`config.mk`:
```
export PLATFORM = sky130hd
export DESIGN_NAME = bram_copy_engine
export DESIGN_NICKNAME = d
export VERILOG_FILES = /design/src/rtl/bram_copy_pkg.sv /design/src/rtl/bram_copy_watchdog.sv /design/src/rtl/bram_copy_engine.sv
export SDC_FILE = /design/constraint.sdc
export NUM_CORES = 1
export LEC_CHECK = 0
export BUFFER_PORTS_ARGS = -buffer_cell sky130_fd_sc_hd__buf_2
export CELL_PAD_IN_SITES_DETAIL_PLACEMENT = 0
export CELL_PAD_IN_SITES_GLOBAL_PLACEMENT = 1
export CORE_MARGIN = 2
export CORE_UTILIZATION = 38
export DETAILED_ROUTE_END_ITERATION = 10
export PLACE_DENSITY_LB_ADDON = 0.1
export SLEW_MARGIN = 20
export SYNTH_ARGS = -nofsm -noshare
export SYNTH_HDL_FRONTEND = slang
export SYNTH_SLANG_ARGS = --single-unit
```
`constraint.sdc`:
```
create_clock -name i_clock -period 2.5 [get_ports i_clock]
set_input_delay 0.125 -clock i_clock [delete_from_list [all_inputs] [get_ports i_clock]]
set_output_delay 0.125 -clock i_clock [all_outputs]
set_load 0.01 [all_outputs]
```
`src/rtl/bram_copy_pkg.sv`:
```
// Shared types and helpers for the BRAM copy engine.
//   state_t : copy FSM states
//   stride  : byte-address increment per word for a given address shift
package bram_copy_pkg;

    typedef enum logic [2:0] {
        IDLE,
        RD_REQ,
        RD_WAIT,
        WR_REQ,
        WR_WAIT,
        ERROR_EXIT
    } state_t;

    function automatic logic [31:0] stride(input int unsigned addr_lsh);
        return 32'(1) << addr_lsh;
    endfunction

endpackage

```
`src/rtl/bram_copy_watchdog.sv`:
```
// Per-transaction ready watchdog for the copy engine.
// Ports:
//   clk     : clock, rising edge
//   rst_n   : asynchronous active-low reset
//   enable  : high while the engine waits for a ready
//   clear   : restarts the count (asserted the cycle before a wait begins)
//   timeout : high in the TIMEOUT-th consecutive enabled cycle without clear
// TIMEOUT == 0 removes the counter and ties timeout low.
module bram_copy_watchdog #(
    parameter int TIMEOUT = 256
) (
    input  logic clk,
    input  logic rst_n,
    input  logic enable,
    input  logic clear,
    output logic timeout
);

    generate
        if (TIMEOUT == 0) begin : g_off
            assign timeout = 1'b0;
        end else begin : g_on
            localparam int CW = $clog2(TIMEOUT + 1);
            logic [CW-1:0] count_reg;

            always_ff @(posedge clk or negedge rst_n) begin
                if (!rst_n) begin
                    count_reg <= '0;
                end else if (clear) begin
                    count_reg <= '0;
                end else if (enable && !timeout) begin
                    count_reg <= count_reg + CW'(1);
                end
            end

            // count_reg holds the number of wait cycles already elapsed, so
            // the pulse lands in the TIMEOUT-th cycle of the wait.
            assign timeout = enable && (count_reg == CW'(TIMEOUT - 1));
        end
    endgenerate

endmodule

```
`src/rtl/bram_copy_engine.sv`:
```
// Memory-to-memory copy initiator using the single-cycle request / ready
// handshake of the BRAM blocks. One word in flight: read, then write.
// Ports:
//   i_clock, i_reset_n              : clock, asynchronous active-low reset
//   i_start, i_src_address,
//   i_dst_address, i_count          : job request, latched when accepted in IDLE
//   o_busy, o_done, o_error         : status (done = 1-cycle pulse, error sticky)
//   o_rd_request/o_rd_address,
//   i_rd_rdata/i_rd_ready           : read port (master side)
//   o_wr_request/o_wr_address,
//   o_wr_wdata/i_wr_ready           : write port (master side)
// Optional feature macro BRAM_COPY_FILL_EN adds i_fill / i_fill_data: a fill
// job skips the read phase and writes i_fill_data to every destination word.
module bram_copy_engine
    import bram_copy_pkg::*;
#(
    parameter int WIDTH       = 32,
    parameter int ADDR_LSH    = 2,
    parameter int COUNT_WIDTH = 16,
    parameter int TIMEOUT     = 256
) (
    input  logic                   i_clock,
    input  logic                   i_reset_n,
    input  logic                   i_start,
    input  logic [31:0]            i_src_address,
    input  logic [31:0]            i_dst_address,
    input  logic [COUNT_WIDTH-1:0] i_count,
`ifdef BRAM_COPY_FILL_EN
    input  logic                   i_fill,
    input  logic [WIDTH-1:0]       i_fill_data,
`endif
    output logic                   o_busy,
    output logic                   o_done,
    output logic                   o_error,
    output logic                   o_rd_request,
    output logic [31:0]            o_rd_address,
    input  logic [WIDTH-1:0]       i_rd_rdata,
    input  logic                   i_rd_ready,
    output logic                   o_wr_request,
    output logic [31:0]            o_wr_address,
    output logic [WIDTH-1:0]       o_wr_wdata,
    input  logic                   i_wr_ready
);

    localparam logic [31:0] STEP = stride(ADDR_LSH);

    state_t                 state_reg, state_next;
    logic [31:0]            src_reg, src_next;
    logic [31:0]            dst_reg, dst_next;
    logic [COUNT_WIDTH-1:0] remaining_reg, remaining_next;
    logic [WIDTH-1:0]       wdata_reg, wdata_next;
    logic                   error_reg, error_next;
    logic                   done_reg, done_next;
    logic                   rd_request_reg, wr_request_reg;
    logic                   fill_active;
    logic                   timeout;

`ifdef BRAM_COPY_FILL_EN
    logic fill_reg, fill_next;
    assign fill_active = fill_reg;
`else
    assign fill_active = 1'b0;
`endif

    // The counter restarts in the request cycle so every wait starts at zero.
    bram_copy_watchdog #(
        .TIMEOUT(TIMEOUT)
    ) u_watchdog (
        .clk     (i_clock),
        .rst_n   (i_reset_n),
        .enable  ((state_reg == RD_WAIT) || (state_reg == WR_WAIT)),
        .clear   ((state_reg == RD_REQ) || (state_reg == WR_REQ)),
        .timeout (timeout)
    );

    always_ff @(posedge i_clock or negedge i_reset_n) begin
        if (!i_reset_n) begin
            state_reg      <= IDLE;
            src_reg        <= '0;
            dst_reg        <= '0;
            remaining_reg  <= '0;
            wdata_reg      <= '0;
            error_reg      <= 1'b0;
            done_reg       <= 1'b0;
            rd_request_reg <= 1'b0;
            wr_request_reg <= 1'b0;
`ifdef BRAM_COPY_FILL_EN
            fill_reg       <= 1'b0;
`endif
        end else begin
            state_reg      <= state_next;
            src_reg        <= src_next;
            dst_reg        <= dst_next;
            remaining_reg  <= remaining_next;
            wdata_reg      <= wdata_next;
            error_reg      <= error_next;
            done_reg       <= done_next;
            // Request states last exactly one cycle, so these are 1-cycle pulses.
            rd_request_reg <= (state_next == RD_REQ);
            wr_request_reg <= (state_next == WR_REQ);
`ifdef BRAM_COPY_FILL_EN
            fill_reg       <= fill_next;
`endif
        end
    end

    always_comb begin
        state_next     = state_reg;
        src_next       = src_reg;
        dst_next       = dst_reg;
        remaining_next = remaining_reg;
        wdata_next     = wdata_reg;
        error_next     = error_reg;
        done_next      = 1'b0;
`ifdef BRAM_COPY_FILL_EN
        fill_next      = fill_reg;
`endif
        case (state_reg)
            IDLE: begin
                if (i_start) begin
                    src_next       = i_src_address;
                    dst_next       = i_dst_address;
                    remaining_next = i_count;
                    error_next     = 1'b0;
`ifdef BRAM_COPY_FILL_EN
                    fill_next      = i_fill;
`endif
                    if (i_count == '0) begin
                        done_next = 1'b1;
`ifdef BRAM_COPY_FILL_EN
                    end else if (i_fill) begin
                        wdata_next = i_fill_data;
                        state_next = WR_REQ;
`endif
                    end else begin
                        state_next = RD_REQ;
                    end
                end
            end
            RD_REQ: state_next = RD_WAIT;
            RD_WAIT: begin
                // Ready wins over a watchdog expiry in the same cycle.
                if (i_rd_ready) begin
                    wdata_next = i_rd_rdata;
                    state_next = WR_REQ;
                end else if (timeout) begin
                    error_next = 1'b1;
                    state_next = ERROR_EXIT;
                end
            end
            WR_REQ: state_next = WR_WAIT;
            WR_WAIT: begin
                if (i_wr_ready) begin
                    src_next       = src_reg + STEP;
                    dst_next       = dst_reg + STEP;
                    remaining_next = remaining_reg - COUNT_WIDTH'(1);
                    if (remaining_reg == COUNT_WIDTH'(1)) begin
                        done_next  = 1'b1;
                        state_next = IDLE;
                    end else if (fill_active) begin
                        state_next = WR_REQ;
                    end else begin
                        state_next = RD_REQ;
                    end
                end else if (timeout) begin
                    error_next = 1'b1;
                    state_next = ERROR_EXIT;
                end
            end
            ERROR_EXIT: begin
                done_next  = 1'b1;
                state_next = IDLE;
            end
            default: state_next = IDLE;
        endcase
    end

    assign o_busy       = (state_reg != IDLE);
    assign o_done       = done_reg;
    assign o_error      = error_reg;
    assign o_rd_request = rd_request_reg;
    assign o_rd_address = src_reg;
    assign o_wr_request = wr_request_reg;
    assign o_wr_address = dst_reg;
    assign o_wr_wdata   = wdata_reg;

endmodule

```
==> results.sh, run 1 <==
export IMPL_initial_core_util=0.386
export IMPL_status="finished, final reports clean"
export IMPL_io_buffers=217
export IMPL_wl_mm=22.1
export IMPL_clockRootBuffer="clkbuf_16"
export IMPL_fin_area_um2=9620
export IMPL_postCtsSetupBuffers=0
export IMPL_yosysTopAreaCell="dfrtp_1"
export IMPL_clock_latency_ps=420
export IMPL_crit_end="o_rd_address[29]"
export IMPL_synth_edf_count=0
export IMPL_fin_util=0.537
export IMPL_die_area_um2=19300
export IMPL_diodes=0
export IMPL_first_iter_violations=401
export IMPL_synth_warnings=0
export IMPL_cts_buffers_inserted=17
export IMPL_clock_path_buffers=2
export IMPL_required_ps=2850
export IMPL_postCtsResizedCells=0
export IMPL_rsz0062_at_grt="no"
export IMPL_ctsHoldBuffers=64
export IMPL_ys_seq_area_frac=0.463
export IMPL_overflow=0
export IMPL_synth_nets=895
export IMPL_num_rows=49
export IMPL_synth_seq_cells=128
export IMPL_setup_violations=0
export IMPL_grtUsageTotal=0.228
export IMPL_drc=0
export IMPL_synth_distinct_cells=66
export IMPL_nets=1171
export IMPL_ir_drop_uv=630
export IMPL_first_global_vias=6644
export IMPL_fmax_ghz=0.446
export IMPL_antenna_found_initial=1
export IMPL_dr_pass1_iters=4
export IMPL_dpl_hpwl_mm=15.2
export IMPL_end_kind="flip-flop"
export IMPL_vias_per_cell=5.45
export IMPL_synth_area_um2=6920
export IMPL_syn_inst=772
export IMPL_layoutNonFillerInstCount=1289
export IMPL_post_route_min_period_ps=2240
export IMPL_drive_gt1_frac=0.276
export IMPL_htreeDepth=4
export IMPL_crit_path_start="o_rd_address[15]"
export IMPL_drv_slew=0
export IMPL_synthTopCellsByArea="dfrtp_1 46%, nand2_1 5.3%, a21oi_1 5.1%"
export IMPL_rrSetupSlack_ps=260
export IMPL_layout_common_cells="216 x buf_2, 128 x dfrtp_1, 96 x nand2_1, 71 x a21oi_1, 64 x dlygate4sd3_1"
export IMPL_clock_skew_ps=9.25
export IMPL_synth_ff_type="dfrtp_1"
export IMPL_io_pins=218
export IMPL_die_y_um=139
export IMPL_relSlewSlack=0.357
export IMPL_r2r_start="o_rd_address[15]"
export IMPL_worstSetupPathType="flip-flop to flip-flop"
export IMPL_place_gp_congestion=0.808
export IMPL_dp_cells=1194
export IMPL_drtAntennaViolNets=0
export IMPL_place_area_um2=8340
export IMPL_p_leak_nw=4.24
export IMPL_synth_top_cell_area_share=0.463
export IMPL_clk_pin_slew_ps=60
export IMPL_die_w_um=139
export IMPL_cap_violations=0
export IMPL_tns_ps=0
export IMPL_grt_pass1_wl_mm=35.7
export IMPL_cts_tree="built"
export IMPL_hold_class="primary input to flip-flop"
export IMPL_final_common_cell="buf_2"
export IMPL_worstPathMaxFanout=7
export IMPL_power_density_nw_per_um2=1210
export IMPL_reg2reg_to="o_rd_address[29]"
export IMPL_wl_per_cell_um=17.2
export IMPL_hold_violations=0
export IMPL_num_vias=7020
export IMPL_worstMarginPinSlew_ps=961
export IMPL_synth_async_reset_ratio=1.00
export IMPL_syn_area_per_cell_um2=8.96
export IMPL_min_from="i_src_address[27]"
export IMPL_cp_start_kind="flip-flop"
export IMPL_arrival_ps=2600
export IMPL_coreArea_um2=17900
export IMPL_area_delta_synth_final_pct=39.1
export IMPL_grt_max_degree=74
export IMPL_period_share=0.897
export IMPL_cts_sinks=128
export IMPL_rr_worst_depth=5
==> layout make-up <==
| cell class | count | area [um^2] |
|---|---|---|
| fillers | 1681 | 8280 |
| clock buffers | 17 | 425 |
| flip-flops and latches | 128 | 3200 |
| clock inverters | 14 | 216 |
| inverters | 12 | 45.0 |
| well taps | 229 | 287 |
| multi-input cells | 584 | 3510 |
| repair buffers | 305 | 1940 |
==> logic make-up (layout without fill, tap and decap cells) <==
logic type,count (synthesis),in the layout,synth area share
xor+xnor,5,5,0.00633
fa+ha+maj,6,6,0.0109
buf+inv,60,348,0.0331
mux,38,38,0.0608
flops,128,128,0.463
simple gates,315,315,0.226
compound gates,220,220,0.200
==> worst max-delay path: stages, from the launching register on <==
cell and delay, ps:
dfrtp_1 430, nand4_1 200, or4_1 610, or3_4 440, or4_1 400, nand3_1 90
==> worst min-delay path by stage <==
stage / to / slack, ps / cells after the start
after floorplan: o_done / -170 / 0
after global placement: o_wr_wdata[1] / -8 / 1
after detailed placement: o_wr_wdata[31] / -7 / 1
after CTS: o_rd_address[19] / 0.07 / 3
after global routing: o_rd_address[27] / 20 / 3
final: o_rd_address[27] / 6 / 3
==> synth_stat cells (2+ instances only) <==
cell type	n
dfrtp_1	128
nand2_1	97
a21oi_1	71
nor2_1	55
nand3_1	50
clkbuf_1	37
nor3_1	29
o22ai_1	28
o21ai_0	27
mux2_1	20
nand4_1	18
o21ai_1	18
a2bb2oi_1	15
inv_1	12
mux2_2	12
and3_1	11
nor4_1	11
or3_1	11
a31oi_1	8
buf_1	8
a22oi_1	7
a211oi_1	6
and4_1	6
ha_1	6
mux2i_1	6
nand2b_1	6
o22a_1	5
or4_1	5
and2_1	4
o311ai_1	4
a32oi_1	3
buf_2	3
o211ai_1	3
o31ai_1	3
xnor2_1	3
a221o_1	2
a31o_1	2
o21bai_1	2
o2bb2ai_1	2
xor2_1	2
==> per-layer routing <==
metal  vias to the layer above  GRT usage  part of all wire
met5                         -          0           0.00059
met4                         2     0.0680             0.019
met3                        33     0.0501             0.060
met2                       226      0.356              0.46
met1                      3328      0.321              0.47
li1                       3431          -                 -
==> through the flow <==
step	total power, mW	setup slack, ps	hold WS, ps
global placement	8.81	312	-8.47
finish	11.6	258	5.65
floorplan	6.91	399	-171
detailed placement	8.86	287	-7.18
CTS	11.7	271	0.0747
global route	12.5	166	19.6
==> where the power goes <==
part	switching [mW]	total [mW]	internal (mW)	leakage [nW]
Clock	0.970	2.73	1.76	0.313
Combinational	2.76	4.84	2.08	2.41
Sequential	1.01	4.05	3.05	1.51
Total	4.74	11.6	6.89	4.24
Power figures use the tool's default switching activity.
==> run 2: changes to the inputs <==
--- a/config.mk
+++ b/config.mk
@@ -12,6 +12,7 @@
 export CORE_UTILIZATION = 38
 export DETAILED_ROUTE_END_ITERATION = 10
 export PLACE_DENSITY_LB_ADDON = 0.1
+export SETUP_SLACK_MARGIN = 0.15
 export SLEW_MARGIN = 20
 export SYNTH_ARGS = -nofsm -noshare
 export SYNTH_HDL_FRONTEND = slang
==> constraint.sdc (replaced) <==
create_clock -name i_clock -period 2.1 [get_ports i_clock]
set_input_delay 0.105 -clock i_clock [delete_from_list [all_inputs] [get_ports i_clock]]
set_output_delay 0.105 -clock i_clock [all_outputs]
set_load 0.01 [all_outputs]
==> run 2 against run 1 <==
Compared with the run above:
- via count grew 4.3%
- wire length grew 4.7%
- worst hold slack better by 1.5 ps
- critical path depth is 1 higher
- critical path type unchanged
- critical endpoint is now remaining_reg[14]
==> results.sh, run 2 (same netlist as run 1, synthesis figures left out) <==
export IMPL_period_share=0.954
export IMPL_dpl_hpwl_mm=15.9
export IMPL_r2r_start="remaining_reg[0]"
export IMPL_first_global_vias=6998
export IMPL_cts_buffers_inserted=17
export IMPL_drv_slew=0
export IMPL_clk_pin_slew_ps=70
export IMPL_end_kind="flip-flop"
export IMPL_nets=1244
export IMPL_grt_pass1_wl_mm=36.7
export IMPL_wl_per_cell_um=17.0
export IMPL_ir_drop_uv=738
export IMPL_area_delta_synth_final_pct=51.5
export IMPL_clockRootBuffer="clkbuf_16"
export IMPL_clock_latency_ps=430
export IMPL_io_buffers=217
export IMPL_fmax_ghz=0.499
export IMPL_rr_worst_depth=6
export IMPL_num_rows=49
export IMPL_rrSetupSlack_ps=100
export IMPL_clock_path_buffers=2
export IMPL_first_iter_violations=420
export IMPL_cts_sinks=128
export IMPL_drive_gt1_frac=0.344
export IMPL_relSlewSlack=0.698
export IMPL_reg2reg_to="remaining_reg[14]"
export IMPL_initial_core_util=0.386
export IMPL_drc=0
export IMPL_cts_tree="built"
export IMPL_num_vias=7321
export IMPL_die_y_um=139
export IMPL_wl_mm=23.2
export IMPL_cap_violations=0
export IMPL_diodes=0
export IMPL_hold_violations=0
export IMPL_vias_per_cell=5.38
export IMPL_worstPathMaxFanout=3
export IMPL_power_density_nw_per_um2=1440
export IMPL_die_w_um=139
export IMPL_die_area_um2=19300
export IMPL_place_gp_congestion=0.784
export IMPL_worstMarginPinSlew_ps=449
export IMPL_setup_violations=0
export IMPL_cp_start_kind="flip-flop"
export IMPL_dr_pass1_iters=4
export IMPL_clock_skew_ps=12.1
export IMPL_worstSetupPathType="flip-flop to flip-flop"
export IMPL_io_pins=218
export IMPL_grt_max_degree=71
export IMPL_layout_common_cells="216 x buf_2, 124 x dfrtp_1, 93 x nand2_1, 77 x dlygate4sd3_1, 75 x buf_4"
export IMPL_min_from="i_dst_address[27]"
export IMPL_drtAntennaViolNets=0
export IMPL_rsz0062_at_grt="yes"
export IMPL_final_common_cell="buf_2"
export IMPL_tns_ps=0
export IMPL_fillers=1629
export IMPL_fin_util=0.585
export IMPL_required_ps=2440
export IMPL_p_leak_nw=4.64
export IMPL_status="finished, final reports clean"
export IMPL_arrival_ps=2340
export IMPL_hold_class="primary input to flip-flop"
export IMPL_crit_path_start="remaining_reg[0]"
export IMPL_post_route_min_period_ps=2000
export IMPL_htreeDepth=4
export IMPL_overflow=0
export IMPL_coreArea_um2=17900
export IMPL_crit_end="remaining_reg[14]"
export IMPL_grtUsageTotal=0.235
export IMPL_antenna_found_initial=0
[run 2: cell types whose count changed in the layout (fill, tap and decap cells not counted), sizes merged]
cell,previous run,this run
buf,241,300
dlygate4sd3,64,77
inv,12,14
bufinv,5,6
clkbuf,17,19
clkinv,8,5
clkinvlp,1,0
[run 2: worst min-delay path by stage]
| stage | end | slack [ps] | cells past startpoint |
|---|---|---|---|
| finish | o_wr_address[27] | 7 | 3 |
| global route | o_wr_address[7] | 10 | 3 |
| CTS | o_wr_address[16] | 0.8 | 3 |
| detailed placement | o_wr_wdata[0] | 30 | 1 |
| global placement | o_wr_wdata[0] | 30 | 1 |
| floorplan | o_done | -190 | 0 |
[run 2: repair_timing]
action	in CTS	in global routing
setup buffers	8	8
pin swaps	2	6
hold buffers	77	0
gates cloned	0	1
hold endpoints to repair	154	0
endpoints found under the setup margin	12	32
gates resized for setup	11	30
[run 2: stage by stage]
step / std cells / setup slack (ps) / hold slack, ps / instance area (um^2) / total power, mW
after floorplan: 772 / 26.0 / -191 / 6940 / 8.26
after global placement: 1237 / 135 / 31.2 / 8750 / 11.1
after detailed placement: 1237 / 90.5 / 28.9 / 8750 / 11.2
after CTS: 1353 / 119 / 0.839 / 10300 / 14.9
after global routing: 1362 / 8.04 / 13.6 / 10500 / 16.1
final: 1362 / 95.8 / 7.10 / 10500 / 15.0
[run 2: critical path: stages (launching register included)]
cell	delay, ps
dfrtp_1	390
inv_2	80
ha_4	130
or3b_4	370
or3_4	350
or4_4	420
o211ai_1	180
[run 2: per-layer routing]
| metal | track usage | up-vias | share of wire |
|---|---|---|---|
| li1 | - | 3583 | - |
| met5 | 0 | - | 0 |
| met2 | 0.388 | 231 | 0.48 |
| met3 | 0.0483 | 22 | 0.051 |
| met1 | 0.319 | 3485 | 0.46 |
| met4 | 0.0579 | 0 | 0.012 |
[run 2: layout make-up]
class / instances / area (um^2) / share of cell area
Timing Repair Buffer: 378 / 2600 / 0.248
Clock buffer: 18 / 439 / 0.0419
Clock inverter: 13 / 234 / 0.0223
Tap cell: 229 / 287 / 0.0273
Inverter: 12 / 45.0 / 0.00430
Sequential cell: 128 / 3210 / 0.306
Multi-Input combinational cell: 584 / 3660 / 0.350
[run 2: power breakdown]
group	internal [mW]	switching (mW)
Clock	2.26	1.14
Sequential	3.63	1.05
Combinational	3.21	3.75
